[src/rtl/dm_lane_unit.sv]
// Load/store lane unit: aligns CPU byte/half/word/dword accesses onto a DATA_W memory
// port, checks alignment, waits for mem_ack with a timeout and returns an extended load result.
module dm_lane_unit #(
  parameter int DATA_W  = 32,
  parameter int ADDR_W  = 32,
  parameter int TIMEOUT = 16
) (
  input  logic                clk,
  input  logic                rst_n,
  input  logic                req_valid,
  output logic                req_ready,
  input  logic                req_we,
  input  logic [2:0]          req_wm,
  input  logic [ADDR_W-1:0]   req_addr,
  input  logic [DATA_W-1:0]   req_wdata,
  output logic                rsp_valid,
  output logic                rsp_err,
  output logic [DATA_W-1:0]   rsp_rdata,
  output logic                mem_en,
  output logic                mem_we,
  output logic [ADDR_W-1:0]   mem_addr,
  output logic [DATA_W/8-1:0] mem_be,
  output logic [DATA_W-1:0]   mem_wdata,
  input  logic                mem_ack,
  input  logic [DATA_W-1:0]   mem_rdata
);

  localparam int BE_W  = DATA_W / 8;
  localparam int OFF_W = $clog2(BE_W);
  localparam int CNT_W = (TIMEOUT > 1) ? $clog2(TIMEOUT) : 1;

  localparam logic [2:0] WM_WD = 3'd0;
  localparam logic [2:0] WM_HU = 3'd1;
  localparam logic [2:0] WM_HS = 3'd2;
  localparam logic [2:0] WM_BU = 3'd3;
  localparam logic [2:0] WM_BS = 3'd4;
  localparam logic [2:0] WM_DW = 3'd5;

  typedef enum logic [1:0] {S_IDLE = 2'd0, S_ACCESS = 2'd1, S_RESP = 2'd2} state_t;

  state_t             r_state;
  logic [CNT_W-1:0]   r_cnt;
  logic               r_we;
  logic [2:0]         r_wm;
  logic [OFF_W-1:0]   r_off;

  logic [OFF_W-1:0]   w_off;
  logic               w_legal;
  logic [BE_W-1:0]    w_be;
  logic [DATA_W-1:0]  w_wdata;
  logic [ADDR_W-1:0]  w_mem_addr;

  // Extend a lane-shifted load word according to the access mode; word loads sign-extend on 64-bit.
  function automatic logic [DATA_W-1:0] ext_load(input logic [2:0] wm, input logic [DATA_W-1:0] b);
    ext_load = '0;
    case (wm)
      WM_BS:   ext_load = DATA_W'($signed(b[7:0]));
      WM_BU:   ext_load = DATA_W'(b[7:0]);
      WM_HS:   ext_load = DATA_W'($signed(b[15:0]));
      WM_HU:   ext_load = DATA_W'(b[15:0]);
      WM_WD:   ext_load = (DATA_W == 64) ? DATA_W'($signed(b[31:0])) : DATA_W'(b[31:0]);
      WM_DW:   ext_load = b;
      default: ext_load = '0;
    endcase
  endfunction

  assign w_off      = req_addr[OFF_W-1:0];
  assign w_wdata    = req_wdata << {w_off, 3'b000};
  assign w_mem_addr = {req_addr[ADDR_W-1:OFF_W], {OFF_W{1'b0}}};

  // Legality check and byte-enable generation for the incoming request.
  always_comb begin
    w_legal = 1'b0;
    w_be    = '0;
    case (req_wm)
      WM_BU, WM_BS: begin
        w_legal = 1'b1;
        w_be    = BE_W'(1'b1) << w_off;
      end
      WM_HU, WM_HS: begin
        w_legal = (req_addr[0] == 1'b0);
        w_be    = BE_W'(2'b11) << w_off;
      end
      WM_WD: begin
        w_legal = (req_addr[1:0] == 2'b00);
        w_be    = BE_W'(4'hF) << w_off;
      end
      WM_DW: begin
        w_legal = (DATA_W == 64) && (req_addr[2:0] == 3'b000);
        w_be    = {BE_W{1'b1}};
      end
      default: begin
        w_legal = 1'b0;
        w_be    = '0;
      end
    endcase
  end

  // Control FSM with all outputs registered.
  always_ff @(posedge clk or negedge rst_n) begin
    if (!rst_n) begin
      r_state   <= S_IDLE;
      r_cnt     <= '0;
      r_we      <= 1'b0;
      r_wm      <= 3'd0;
      r_off     <= '0;
      req_ready <= 1'b0;
      rsp_valid <= 1'b0;
      rsp_err   <= 1'b0;
      rsp_rdata <= '0;
      mem_en    <= 1'b0;
      mem_we    <= 1'b0;
      mem_addr  <= '0;
      mem_be    <= '0;
      mem_wdata <= '0;
    end else begin
      case (r_state)
        S_IDLE: begin
          if (req_valid) begin
            r_we      <= req_we;
            r_wm      <= req_wm;
            r_off     <= w_off;
            r_cnt     <= '0;
            req_ready <= 1'b0;
            if (w_legal) begin
              r_state   <= S_ACCESS;
              mem_en    <= 1'b1;
              mem_we    <= req_we;
              mem_addr  <= w_mem_addr;
              mem_be    <= w_be;
              mem_wdata <= w_wdata;
            end else begin
              r_state   <= S_RESP;
              rsp_valid <= 1'b1;
              rsp_err   <= 1'b1;
              rsp_rdata <= '0;
            end
          end else begin
            req_ready <= 1'b1;
          end
        end
        S_ACCESS: begin
          // An ack on the last permitted cycle still wins over the timeout.
          if (mem_ack) begin
            r_state   <= S_RESP;
            mem_en    <= 1'b0;
            mem_we    <= 1'b0;
            rsp_valid <= 1'b1;
            rsp_err   <= 1'b0;
            rsp_rdata <= r_we ? '0 : ext_load(r_wm, mem_rdata >> {r_off, 3'b000});
          end else if (r_cnt == CNT_W'(TIMEOUT - 1)) begin
            r_state   <= S_RESP;
            mem_en    <= 1'b0;
            mem_we    <= 1'b0;
            rsp_valid <= 1'b1;
            rsp_err   <= 1'b1;
            rsp_rdata <= '0;
          end else begin
            r_cnt <= r_cnt + CNT_W'(1);
          end
        end
        S_RESP: begin
          r_state   <= S_IDLE;
          r_cnt     <= '0;
          rsp_valid <= 1'b0;
          rsp_err   <= 1'b0;
          rsp_rdata <= '0;
          req_ready <= 1'b1;
        end
        default: begin
          r_state   <= S_IDLE;
          r_cnt     <= '0;
          rsp_valid <= 1'b0;
          rsp_err   <= 1'b0;
          mem_en    <= 1'b0;
          mem_we    <= 1'b0;
          req_ready <= 1'b1;
        end
      endcase
    end
  end

endmodule

[config.mk]
export PLATFORM = sky130hd
export DESIGN_NAME = dm_lane_unit
export DESIGN_NICKNAME = d
export VERILOG_FILES = /design/src/rtl/dm_lane_unit.sv
export SDC_FILE = /design/constraint.sdc
export NUM_CORES = 1
export LEC_CHECK = 0
export BUFFER_PORTS_ARGS = -buffer_cell sky130_fd_sc_hd__clkbuf_2
export CORE_MARGIN = 4
export CORE_UTILIZATION = 40
export CTS_CLUSTER_DIAMETER = 60
export DETAILED_ROUTE_END_ITERATION = 8
export PLACE_DENSITY = 0.66
export SYNTH_ARGS = -nofsm -noshare
export SYNTH_HDL_FRONTEND = slang
export SYNTH_SLANG_ARGS = --single-unit
export TNS_END_PERCENT = 20
[constraint.sdc]
create_clock -name clk -period 2.6 [get_ports clk]
set_input_delay 0.52 -clock clk [delete_from_list [all_inputs] [get_ports clk]]
set_output_delay 0.52 -clock clk [all_outputs]
set_load 0.05 [all_outputs]
==> results.toml <==
[logic_synthesis]
synth_seq_cells = 115
yosysUniqueCellTypes = 51
syn_area_per_cell_um2 = 11.21
syn-cell-area_mm2 = 0.005884
yosysWarnings = 0
synth-edff-count = 0
synth_cells = 525
async_reset_ff_share_pct = 100.0
seq_area_frac_synth_pct = 48.90
synth-main-ff-cell = "dfrtp_1"

[clock_tree]
numClockSinks = 115
cts_made_buffers = 17
cts.clk_slew.worst_paths_ns = 0.05
post-cts-setup-buffers = 0
tritoncts = "yes"
cts.path.max_buffers = 2
htreeDepth = 4
cts_resized = 0
clk-insertion-delay-late_ns = 0.41
cts_root_buf = "clkbuf_16"
hold_buffers = 0

[timing]
relSlewSlack_pct = 26.35
hold_viol_final = 0
slew_violations = 0
rsz0062_at_grt = "no"
fin_hold_ws_ns = 0.02835
worst_pin_slew_ns = 1.105
fmax_mhz = 442.2
setup_viol = 0
fin_crit_ns = 2.262
setup_tns_ns = 0
final.setup_skew_ns = 0.009066
fin_crit_sh_pct = 86.99
setup_ws_ns = 0.3383

[die]
core-area_mm2 = 0.01448
initial_core_util_pct = 40.64
dieArea_mm2 = 0.01672
die_w_um = 129.3
fp-row-count = 44
num_io_pins = 209
die_y_um = 129.3

[routing]
drc = 0
postRouteWirelength_um = 15320
vias = 4768
vias_per_cell = 5.205
drtAntennaViolNets = 0
routedWlPerCell_um = 16.73
dr.first_iter.drc_count = 236
drt-pass1-iter-count = 5

[final_layout]
antenna_cells = 0
area_delta_synth_final_pct = 30.30
postLayoutCoreUtil_pct = 52.96
drive_above_1_share_pct = 45.36
fin_area_mm2 = 0.007667
fin_nets = 826

[place]
io_buffers = 206
gp_congestion = 0.8731
hpwl_um = 11370
place_area_mm2 = 0.007077
dp_slack_ns = 0.3771

[worst_setup_path]
crit_path_top_delay_cell = "and3_1"
worst-setup-path-type = "flip-flop to flip-flop"
crit_chain = "ha_1 > a31o_2 > and3_1 > o311ai_0"
startpoint_type = "flip-flop"
endpoint_kind = "flip-flop"
critPathMaxFanout = 32
cpPeakStageDelay_ns = 0.91
required_ns = 2.82
arrival_ns = 2.48

[power_and_ir_drop]
power_density_mw_per_mm2 = 1143
power.internal_mw = 4.963
p_switching_mw = 3.804
p_sw_share_pct = 43.39
p_leak_nw = 3.759
pwr-share-seq_pct = 30.7
peakVddDrop_uv = 673.0
power_frac_clock_pct = 26.5
power_frac_comb_pct = 42.7

[worst_hold_path]
hold_path.class = "input pin to async pin"

[global_route]
grt.total_usage_pct = 18.67
grt_pass1_vias = 4724
grt_pass1_wl_um = 24520
grt_start_max_net_pins = 69
antenna_found_initial = 0
overflow = 0

[run_status]
outcome = "complete, no violations"

[flow_run]
max-cap-violations = 0
==> cells in the mapped netlist (all sizes together) (2+ instances only) <==
master	instances	area, um^2
a211oi	11	82.58
a21oi	30	150.1
a22oi	2	20.02
a31o	2	17.52
a31oi	2	12.51
and3	2	12.51
buf	25	142.6
clkbuf	18	68.81
dfrtp	115	2878
inv	46	172.7
mux2	74	870.8
mux2i	41	410.4
nand2	31	116.4
nand2b	2	20.02
nand3b	8	60.06
nor2	22	82.58
nor2b	13	81.33
nor4b	2	17.52
o211ai	2	15.01
o21a	2	15.01
o21ai	11	55.05
o22ai	3	18.77
o2bb2ai	8	70.07
o311ai	16	140.1
o31a	2	17.52
o32ai	16	140.1
xor2	3	26.28
==> power by group through the flow <==
stage	registers (mW)	logic (mW)	clock network, mW
2_1_floorplan	4.32	1.21	0
3_3_place_gp	2.69	3.73	0
3_5_place_dp	2.71	3.78	0
4_1_cts	2.70	3.78	2.38
5_1_grt	2.76	3.95	2.48
6_report	2.69	3.75	2.33
==> layout make-up <==
cell class / instances / area [um^2]
inverter: 46 / 172.7
multi-input combinational: 322 / 2640
sequential: 115 / 2878
clock buffer: 20 / 456.7
tap: 184 / 230.2
clock inverter: 10 / 133.9
fill: 1305 / 6812
timing repair buffer: 219 / 1156
==> stage by stage <==
step	std cells	power (mW)
6_report	916	8.767
5_1_grt	916	9.191
4_1_cts	916	8.856
3_5_place_dp	886	6.485
3_3_place_gp	886	6.425
2_1_floorplan	526	5.527
==> state kept, by name, summed over array words and instances (netlist names) <==
name / cells
mem_addr: 30
mem_be: 4
mem_en: 1
mem_wdata: 32
mem_we: 1
r_cnt: 4
r_off: 2
r_state: 2
r_we: 1
r_wm: 3
req_ready: 1
rsp_err: 1
rsp_rdata: 32
rsp_valid: 1
==> path summary, 6_finish.rpt <==
check / startpoint / to / slack [ns] / cells after the start
worst max-delay path: r_cnt[0] / rsp_rdata[23] / 0.34 / 4
worst min-delay path: rst_n / rsp_rdata[12] / 0.03 / 1
worst max register to register: r_cnt[0] / rsp_rdata[23] / 0.34 / 4
worst min register to register: mem_en / mem_en / 0.48 / 2
max in group asynchronous: rst_n / rsp_rdata[29] / 1.72 / 2
min in group clk: req_addr[21] / mem_addr[21] / 0.34 / 2
==> cell families (layout without fill, tap and decap cells) <==
group	after synthesis	after routing	share of synthesized area, %
multiplexers	116	116	22.16
flip-flops	115	115	48.90
AO/OA/AOI/OAI	111	111	13.42
buffers and inverters	89	295	6.528
AND/OR/NAND/NOR	88	88	8.123
XOR/XNOR	4	4	0.5955
adder cells (fa/ha/maj)	1	1	0.2126
other	1	2	0.06373
==> layout by cell type, fill, tap and decap left out, types with 3 or more instances in the layout <==
cell         n
a211oi_1    11
a21oi_1     30
buf_4       12
bufinv_16    3
clkbuf_16   17
clkbuf_2   205
clkinv_2     4
dfrtp_1    115
inv_1       46
mux2_2      64
mux2_4      10
mux2i_1     41
nand2_1     31
nand3b_1     8
nor2_1      22
nor2b_1     13
o21ai_0     10
o22ai_1      3
o2bb2ai_1    8
o311ai_0    16
o32ai_1     16
xor2_1       3
==> critical path: cells and delay by family, from the launching register on <==
family | cells | cell delay, ns
compound gates | 2 | 0.55
fa+ha+maj | 1 | 0.22
flops | 1 | 0.39
simple gates | 1 | 0.91
==> routing by layer <==
layer | up-vias | track usage (%) | wire, um
met5 | - | 0 | 0
met4 | 0 | 7.783 | 340
met3 | 21 | 5.853 | 1391
met2 | 194 | 28.29 | 6911
met1 | 2287 | 24.87 | 6679
li1 | 2266 | - | -
Note: power is estimated with default switching activity, not from simulation.
